<file path="src/rtl/cpu_bus_pkg.sv">
// cpu_bus_pkg
//   Shared definitions for the cpu65CE02 bus I/O responder: register
//   offsets inside the 16-byte window, CTRL/STATUS bit positions and the
//   access FSM state encoding.
package cpu_bus_pkg;

    // Register offsets (address[3:0])
    localparam logic [3:0] OFF_PORT_OUT = 4'h0;
    localparam logic [3:0] OFF_PORT_IN  = 4'h1;
    localparam logic [3:0] OFF_TLO      = 4'h2;
    localparam logic [3:0] OFF_THI      = 4'h3;
    localparam logic [3:0] OFF_CTRL     = 4'h4;
    localparam logic [3:0] OFF_STATUS   = 4'h5;
    localparam logic [3:0] OFF_SCRATCH  = 4'h6;

    // CTRL bits
    localparam int CTRL_TEN = 0;
    localparam int CTRL_ARL = 1;
    localparam int CTRL_TIE = 2;

    // STATUS bits
    localparam int STAT_TFLAG = 0;

    typedef enum logic [1:0] {
        ST_IDLE = 2'd0,
        ST_WAIT = 2'd1,
        ST_DONE = 2'd2
    } state_t;

endpackage

</file>
<file path="src/rtl/io_timer16.sv">
// io_timer16
//   16-bit down-timer with optional auto-reload and a sticky expiry flag.
//   Ports:
//     clk, reset    clock, asynchronous active-high reset
//     ten, arl      timer enable, auto-reload enable (from CTRL)
//     wr_lo         load the low-byte latch from wr_data
//     wr_hi         load cnt/reload with {wr_data, lo_latch} and start
//     rd_lo         a TLO read is committing: snapshot cnt[15:8]
//     clr_tflag     write-1-clear of tflag
//     wr_data       write data byte
//     cnt_lo        live cnt[7:0]
//     snap          high byte captured by the last TLO read
//     tflag         expiry flag
module io_timer16 (
    input  logic       clk,
    input  logic       reset,
    input  logic       ten,
    input  logic       arl,
    input  logic       wr_lo,
    input  logic       wr_hi,
    input  logic       rd_lo,
    input  logic       clr_tflag,
    input  logic [7:0] wr_data,
    output logic [7:0] cnt_lo,
    output logic [7:0] snap,
    output logic       tflag
);

    logic [15:0] cnt;
    logic [15:0] reload;
    logic [7:0]  lo_latch;
    logic        running;
    logic        expire;

    assign expire = ten && running && (cnt == 16'h0000);
    assign cnt_lo = cnt[7:0];

    always_ff @(posedge clk or posedge reset) begin
        if (reset) begin
            cnt      <= '0;
            reload   <= '0;
            lo_latch <= '0;
            running  <= 1'b0;
            snap     <= '0;
            tflag    <= 1'b0;
        end else begin
            if (wr_lo) lo_latch <= wr_data;
            // Snapshot the high byte so a following THI read pairs with
            // the low byte returned now.
            if (rd_lo) snap <= cnt[15:8];
            // A THI write takes priority over the reload of an expiry.
            if (wr_hi) begin
                cnt     <= {wr_data, lo_latch};
                reload  <= {wr_data, lo_latch};
                running <= 1'b1;
            end else if (ten && running) begin
                if (cnt == 16'h0000) begin
                    if (arl) cnt <= reload;
                    else     running <= 1'b0;
                end else begin
                    cnt <= cnt - 16'd1;
                end
            end
            // Setting the flag beats a same-edge clear.
            if (expire)         tflag <= 1'b1;
            else if (clr_tflag) tflag <= 1'b0;
        end
    end

endmodule

</file>
<file path="src/rtl/cpu_bus_io_responder.sv">
// cpu_bus_io_responder
//   Memory-mapped I/O responder on the cpu65CE02 bus. Decodes a 16-byte
//   window at BASE_ADDR, holds output/input ports, a 16-bit timer,
//   CTRL/STATUS and a scratch register, stretches accesses with
//   WAIT_STATES ready-low cycles and drives irq/nmi.
//   Bus handshake: the CPU presents address_next/write_next/data_o_next
//   for the coming cycle; an access is sampled only in IDLE or DONE, and
//   while ready is low the CPU holds and the responder ignores the bus.
//   cs=1 marks the cycle in which rd_data owns the CPU data_i mux.
//   Ports:
//     clk, reset                        clock, async active-high reset
//     address_next/write_next/data_o_next  CPU next-cycle bus
//     rd_data, cs, ready                registered responses
//     port_in, port_out                 external pins
//     irq, nmi                          level interrupts to the CPU
//     dbg_state                         access FSM state
module cpu_bus_io_responder
    import cpu_bus_pkg::*;
#(
    parameter logic [15:0] BASE_ADDR   = 16'hBFF0,
    parameter int unsigned WAIT_STATES = 1
) (
    input  logic        clk,
    input  logic        reset,
    input  logic [15:0] address_next,
    input  logic        write_next,
    input  logic [7:0]  data_o_next,
    output logic [7:0]  rd_data,
    output logic        cs,
    output logic        ready,
    input  logic [7:0]  port_in,
    output logic [7:0]  port_out,
    output logic        irq,
    output logic        nmi,
    output state_t      dbg_state
);

    localparam logic [2:0] WS_INIT = (WAIT_STATES == 0) ? 3'd0 : 3'(WAIT_STATES - 1);

    state_t     state;
    logic [2:0] ws_cnt;
    logic [3:0] acc_off;
    logic       acc_we;
    logic [7:0] acc_wd;
    logic [7:0] acc_pin;

    logic [2:0] ctrl;
    logic [7:0] scratch;

    logic       sel_next;
    logic       commit;
    logic [3:0] c_off;
    logic       c_we;
    logic [7:0] c_wd;
    logic [7:0] c_pin;
    logic [7:0] rd_mux;

    logic [7:0] tmr_cnt_lo;
    logic [7:0] tmr_snap;
    logic       tflag;

    assign sel_next  = (address_next[15:4] == BASE_ADDR[15:4]);
    assign dbg_state = state;
    assign irq       = port_out[0] | (tflag & ctrl[CTRL_TIE]);
    assign nmi       = port_out[1];

    // With zero wait states the access commits straight from the bus on
    // its capture edge; otherwise it commits from the latched access regs.
    always_comb begin
        if (WAIT_STATES == 0) begin
            commit = ((state == ST_IDLE) || (state == ST_DONE)) && sel_next;
            c_off  = address_next[3:0];
            c_we   = write_next;
            c_wd   = data_o_next;
            c_pin  = port_in;
        end else begin
            commit = (state == ST_WAIT) && (ws_cnt == 3'd0);
            c_off  = acc_off;
            c_we   = acc_we;
            c_wd   = acc_wd;
            c_pin  = acc_pin;
        end
    end

    always_comb begin
        rd_mux = 8'h00;
        case (c_off)
            OFF_PORT_OUT: rd_mux = port_out;
            OFF_PORT_IN:  rd_mux = c_pin;
            OFF_TLO:      rd_mux = tmr_cnt_lo;
            OFF_THI:      rd_mux = tmr_snap;
            OFF_CTRL:     rd_mux = {5'b00000, ctrl};
            OFF_STATUS:   rd_mux = {irq, 6'b000000, tflag};
            OFF_SCRATCH:  rd_mux = scratch;
            default:      rd_mux = 8'h00;
        endcase
    end

    // Access FSM
    always_ff @(posedge clk or posedge reset) begin
        if (reset) begin
            state   <= ST_IDLE;
            ready   <= 1'b1;
            cs      <= 1'b0;
            rd_data <= 8'h00;
            ws_cnt  <= 3'd0;
            acc_off <= 4'h0;
            acc_we  <= 1'b0;
            acc_wd  <= 8'h00;
            acc_pin <= 8'h00;
        end else begin
            case (state)
                ST_IDLE, ST_DONE: begin
                    if (sel_next) begin
                        acc_off <= address_next[3:0];
                        acc_we  <= write_next;
                        acc_wd  <= data_o_next;
                        acc_pin <= port_in;
                        if (WAIT_STATES == 0) begin
                            cs      <= 1'b1;
                            rd_data <= c_we ? 8'h00 : rd_mux;
                            state   <= ST_IDLE;
                        end else begin
                            cs     <= 1'b0;
                            ready  <= 1'b0;
                            ws_cnt <= WS_INIT;
                            state  <= ST_WAIT;
                        end
                    end else begin
                        cs    <= 1'b0;
                        state <= ST_IDLE;
                    end
                end
                ST_WAIT: begin
                    if (ws_cnt == 3'd0) begin
                        rd_data <= c_we ? 8'h00 : rd_mux;
                        ready   <= 1'b1;
                        cs      <= 1'b1;
                        state   <= ST_DONE;
                    end else begin
                        ws_cnt <= ws_cnt - 3'd1;
                    end
                end
                default: begin
                    ready <= 1'b1;
                    cs    <= 1'b0;
                    state <= ST_IDLE;
                end
            endcase
        end
    end

    // Register file writes
    always_ff @(posedge clk or posedge reset) begin
        if (reset) begin
            port_out <= 8'h00;
            ctrl     <= 3'b000;
            scratch  <= 8'h00;
        end else if (commit && c_we) begin
            case (c_off)
                OFF_PORT_OUT: port_out <= c_wd;
                OFF_CTRL:     ctrl     <= c_wd[2:0];
                OFF_SCRATCH:  scratch  <= c_wd;
                default: ;
            endcase
        end
    end

    io_timer16 u_timer (
        .clk       (clk),
        .reset     (reset),
        .ten       (ctrl[CTRL_TEN]),
        .arl       (ctrl[CTRL_ARL]),
        .wr_lo     (commit && c_we && (c_off == OFF_TLO)),
        .wr_hi     (commit && c_we && (c_off == OFF_THI)),
        .rd_lo     (commit && !c_we && (c_off == OFF_TLO)),
        .clr_tflag (commit && c_we && (c_off == OFF_STATUS) && c_wd[STAT_TFLAG]),
        .wr_data   (c_wd),
        .cnt_lo    (tmr_cnt_lo),
        .snap      (tmr_snap),
        .tflag     (tflag)
    );

endmodule
</file>
<file path="config.mk">
export PLATFORM = sky130hd
export DESIGN_NAME = cpu_bus_io_responder
export DESIGN_NICKNAME = d
export VERILOG_FILES = /design/src/rtl/cpu_bus_pkg.sv /design/src/rtl/io_timer16.sv /design/src/rtl/cpu_bus_io_responder.sv
export SDC_FILE = /design/constraint.sdc
export NUM_CORES = 1
export LEC_CHECK = 0
export CORE_MARGIN = 1
export CORE_UTILIZATION = 50
export DETAILED_ROUTE_END_ITERATION = 10
export PLACE_DENSITY_LB_ADDON = 0.12
export SYNTH_ARGS = -nofsm -noshare
export SYNTH_HDL_FRONTEND = slang
export SYNTH_SLANG_ARGS = --single-unit
</file>
<file path="constraint.sdc">
create_clock -name clk -period 9.91 [get_ports clk]
set_input_delay 1.4865 -clock clk [delete_from_list [all_inputs] [get_ports clk]]
set_output_delay 1.4865 -clock clk [all_outputs]
set_load 0.05 [all_outputs]
</file>
==> results.md <==
- The half-perimeter wire length of the detailed placement result is 8840 µm.
- The synthesized net count is about 500.
- Setup repair after global routing left no endpoint under its margin.
- In the post-synthesis netlist, the biggest area contributors are sky130_fd_sc_hd__dfrtp_1 (51%), sky130_fd_sc_hd__mux2_2 (11%), sky130_fd_sc_hd__nand2_1 (4.9%).
- The hold violation count in the final report is 0.
- The last weighted congestion value of the routability-driven placer is 0.839.
- The count of hold buffers inserted by post-cts repair is 0.
- The number of global-route vias before repair is roughly 3800.
- The flow ran to the end, and the final reports show no timing, DRC or antenna violations.
- The initial antenna violation count was 0.
- For this design, the sink count on the clock tree is about 110.
- Across the run, the number of max-cap violations was 0.
- In this run the number of H-tree levels came out at 3.
- The number of flops mapped to enable cells by yosys is 0.
- The number of slew-limit violations in the final report is 0.
- In this run, synthesis produced a sequential element count of roughly 110.
- The critical path startpoint is port_out[0].
- The upper clock frequency limit is 307 MHz.
- The part of the total power dissipated in sequential elements is a little under three fifths.
- Together, buffers and inverters on the worst path number 1.
- The yosys synthesis warning count is 0.
- Per report_power, the clock group accounts for slightly below 40% of the total.
- Buffers inserted during clock tree synthesis total 9.
- The switching power is between 150 and 200 µW.
- For the worst setup path, the data required time is between 8 and 9 ns.
- Combinational logic is responsible for between 3 and 4% of the overall power.
- In the synthesized netlist the dominant register cell turns out to be sky130_fd_sc_hd__dfrtp_1.
- The endpoint identified for the worst register-to-register timing path is u_timer.cnt[2].
- Dividing the detail-routed wire length by the instance count gives 19.4 µm.
- The signal on the critical path passes through a21o_1 -> clkdlybuf4s50_1.
- The number of instances resized during post-cts repair is 0.
- After global routing the overflow that remains totals 0.
- Of the synthesized area, sequential elements account for approximately half.
- Entering global routing, the biggest net connects 69 pins.
- The pre-antenna-repair detailed-routing pass consisted of 4 iterations.
- Between clock sinks in the finished design, the worst skew comes to 0.0111 ns.
- The highest-delay cell along the critical path is sky130_fd_sc_hd__clkdlybuf4s50_1.
- The kind of end point of the critical path is a primary output.
- The final antenna-violating net count is 0.
- The repair_antennas step left the layout with diodes totalling 0.
- Along the worst hold path, the cell count comes to 2.
- The analysis attributes to cell leakage a power of roughly 2.8 nW.
- In this run the worst setup path terminates at irq.
- The clock reaches the later pin of the worst-skew pair after about 0.37 ns.
- The die covers 10600 µm².
- Broken down by cell family, the worst path's largest delay share belongs to buffers and inverters.
- At the pin with the least slew margin, the transition time is ~1.2 ns.
- The total power divided by cell area is 126 nW/µm².
- The area growth from synthesis to layout is 16.8%.
- The count of unique library cells instantiated by Yosys is 59.
- The number of port buffers is 56.
- The worst path in the final design needs a cycle of 3.25 ns, including I/O delays and setup.
- The critical path start-end classification is reg2out.
- The clock-pin slew on the worst setup and hold paths is roughly 0.1 ns.
- IR analysis of the VDD net gives a maximum drop of around 74 µV.
- Detailed routing inserted a total of between 3000 and 4000 vias.
- The worst setup path is launched from a flip-flop.
- After layout, the worst path uses 32.8% of the clock period.
- In the final design database the tool counted 548 nets.
- Summing every instance area after synthesis gives between 5000 and 6000 µm².
- The post-CTS repair timing setup buffer count is 0.
- At the worst endpoint, the arrival time is 1.77 ns.
- The clock tree from TritonCTS is done.
- The number of remaining DRC errors is 0.
- The worst flop-to-flop path startpoint is u_timer.cnt[9].
- The critical path crosses 2 cells after its start point.
- Synthesis handed over a netlist of around 470 instances.
- Net switching is 21.1% of the power.
- The async set-reset flop share out of synthesis is between 90% and 100%.
- The class of the tightest hold or removal check is reg2reg.
- The number of cells on the worst reg-to-reg path is 5.
- The worst slew slack as a fraction of its limit is approximately 22%.
- Summed over all failing endpoints, the final setup total negative slack is 0 ns.
- sky130_fd_sc_hd__dfrtp_1 takes more of the synthesized area than any other cell.
- The average footprint of a synthesized cell is between 10 and 15 µm².
- The total placed cells including tap cells is 631.
- The floorplan has 36 rows.
- The vias per cell is 5.97.
- The tree is rooted in a sky130_fd_sc_hd__clkbuf_8.
- The register-to-register path setup slack is about 6.8 ns.
- The finished layout holds 647 standard cells, fillers aside.
- The area fraction of the dominant cell type after synthesis is about half.
- From bottom edge to top edge, the die measures around 100 µm.
- The count of boundary I/O pins is 57.
- Setup violations remaining at the end of the flow were counted as 0.
- The first global-routing pass estimated approximately 20000 µm of wire.
- The internal power of the cells totals a little under 600 µW.
- The global-route total usage across every layer is 26.4%.
- The post-route netlist has between 10% and 20% of its cells at a drive strength greater than 1.
- The critical path's largest stage delay is approximately 0.81 ns.
- The detailed router finished its first iteration with between 200 and 250 violations.
- The starting utilization of the core area is 51.9%.
- After floorplanning, the core was sized to cover roughly 9800 µm².
- Along the worst path, the maximum fanout reaches 4.
- The die is 103 µm wide.
- The final wirelength is ~13000 µm.
- The maximum count of clock buffers along a single path is 2.
## synth_stat cells, types with 6 or more instances
| cell | n |
|---|---|
| sky130_fd_sc_hd__o21ai_0 | 24 |
| sky130_fd_sc_hd__a21oi_1 | 21 |
| sky130_fd_sc_hd__nor4_1 | 6 |
| sky130_fd_sc_hd__clkbuf_1 | 12 |
| sky130_fd_sc_hd__dfrtp_1 | 104 |
| sky130_fd_sc_hd__nor2_1 | 15 |
| sky130_fd_sc_hd__inv_1 | 16 |
| sky130_fd_sc_hd__a22o_1 | 13 |
| sky130_fd_sc_hd__mux2_2 | 51 |
| sky130_fd_sc_hd__o211ai_1 | 8 |
| sky130_fd_sc_hd__nand3_1 | 7 |
| sky130_fd_sc_hd__nand2_1 | 67 |
| sky130_fd_sc_hd__nor3_1 | 11 |
| sky130_fd_sc_hd__buf_2 | 11 |
## power by group through the flow
stage | clock [mW] | sequential, mW | combinational (mW)
4_1_cts | 0.302 | 0.430 | 0.0259
2_1_floorplan | 0 | 0.438 | 0.00882
3_5_place_dp | 0 | 0.439 | 0.0258
5_1_grt | 0.316 | 0.431 | 0.0279
3_3_place_gp | 0 | 0.439 | 0.0253
6_report | 0.295 | 0.430 | 0.0249
## logic make-up (layout without fill, tap and decap cells)
family,Yosys count,count (layout),share of synthesized area [%]
buf+inv,45,92,4.03
xor+xnor,5,5,0.860
fa+ha+maj,4,4,0.983
mux,59,59,13.4
flops,105,105,51.6
compound gates,101,101,13.2
simple gates,148,148,15.8
## registers in the layout, summed over array words and instances (netlist names), 4 cells and up
register,flops
acc_off,4
acc_pin,8
acc_wd,8
port_out,8
rd_data,8
scratch,8
u_timer.cnt,16
u_timer.lo_latch,8
u_timer.reload,16
u_timer.snap,8
## area by class of cell
class                   instances  area (µm²)
fillers                       888        3870
flip-flops and latches        105        2630
multi-input cells             317        2280
repair buffers                 60         591
well taps                     133         166
clock buffers                  12         145
clock inverters                 4        76.3
inverters                      16        62.6
## worst min path at each step
stage	start	endpoint	slack (ns)
floorplan	u_timer.reload[1]	u_timer.reload[1]	0.44
global placement	ready	ready	0.45
detailed placement	ready	ready	0.46
CTS	ready	ready	0.48
global route	u_timer.reload[14]	u_timer.reload[14]	0.50
finish	ready	ready	0.47
## layout by cell type (no fill, tap or decap), types with 3 or more instances in the layout
master	n
sky130_fd_sc_hd__a221o_1	5
sky130_fd_sc_hd__nand3_1	7
sky130_fd_sc_hd__a22oi_1	4
sky130_fd_sc_hd__a21oi_1	21
sky130_fd_sc_hd__a22o_1	13
sky130_fd_sc_hd__inv_1	15
sky130_fd_sc_hd__and3_1	4
sky130_fd_sc_hd__nand2b_1	5
sky130_fd_sc_hd__nor4b_1	3
sky130_fd_sc_hd__a211oi_1	5
sky130_fd_sc_hd__mux2i_1	5
sky130_fd_sc_hd__nor3_1	11
sky130_fd_sc_hd__mux2_2	51
sky130_fd_sc_hd__nor4_2	3
sky130_fd_sc_hd__o211ai_1	8
sky130_fd_sc_hd__nor2b_1	4
sky130_fd_sc_hd__ha_1	4
sky130_fd_sc_hd__nor4_1	5
sky130_fd_sc_hd__nand4_1	5
sky130_fd_sc_hd__xnor2_1	3
sky130_fd_sc_hd__clkbuf_8	10
sky130_fd_sc_hd__o22ai_1	5
sky130_fd_sc_hd__nand2_1	67
sky130_fd_sc_hd__clkdlybuf4s50_1	56
sky130_fd_sc_hd__o31ai_1	5
sky130_fd_sc_hd__o21ai_0	24
sky130_fd_sc_hd__dfrtp_1	104
sky130_fd_sc_hd__nor2_1	15
sky130_fd_sc_hd__buf_4	4
## worst reg2reg max path, delay by kind of cell (launching register included)
| kind | cells | cell delay (ns) |
|---|---|---|
| AOI/OAI and AO/OA | 2 | 0.79 |
| DFF | 1 | 0.49 |
| and+or+nand+nor | 3 | 1.77 |
## stage by stage
step / power, mW / worst slack [ns] / hold WS [ns] / area (µm²) / utilization (%)
2_1_floorplan: 0.447 / 5.66 / 0.437 / 5090 / -
3_3_place_gp: 0.464 / 6.63 / 0.455 / 5730 / 58.3
3_5_place_dp: 0.465 / 6.58 / 0.461 / 5730 / 58.3
4_1_cts: 0.758 / 6.63 / 0.476 / 5950 / 60.6
5_1_grt: 0.774 / 6.49 / 0.504 / 5950 / 60.6
6_report: 0.751 / 6.66 / 0.473 / 5950 / 60.6
## routing by layer
metal / part of all wire (%) / track usage, % / vias to the layer above
li1: - / - / 1775
met5: 0 / 0 / -
met1: 47 / 38.6 / 1961
met4: 2.3 / 10.7 / 0
met3: 4.2 / 3.80 / 20
met2: 46 / 39.6 / 105
(Power assumes the default switching activity.)
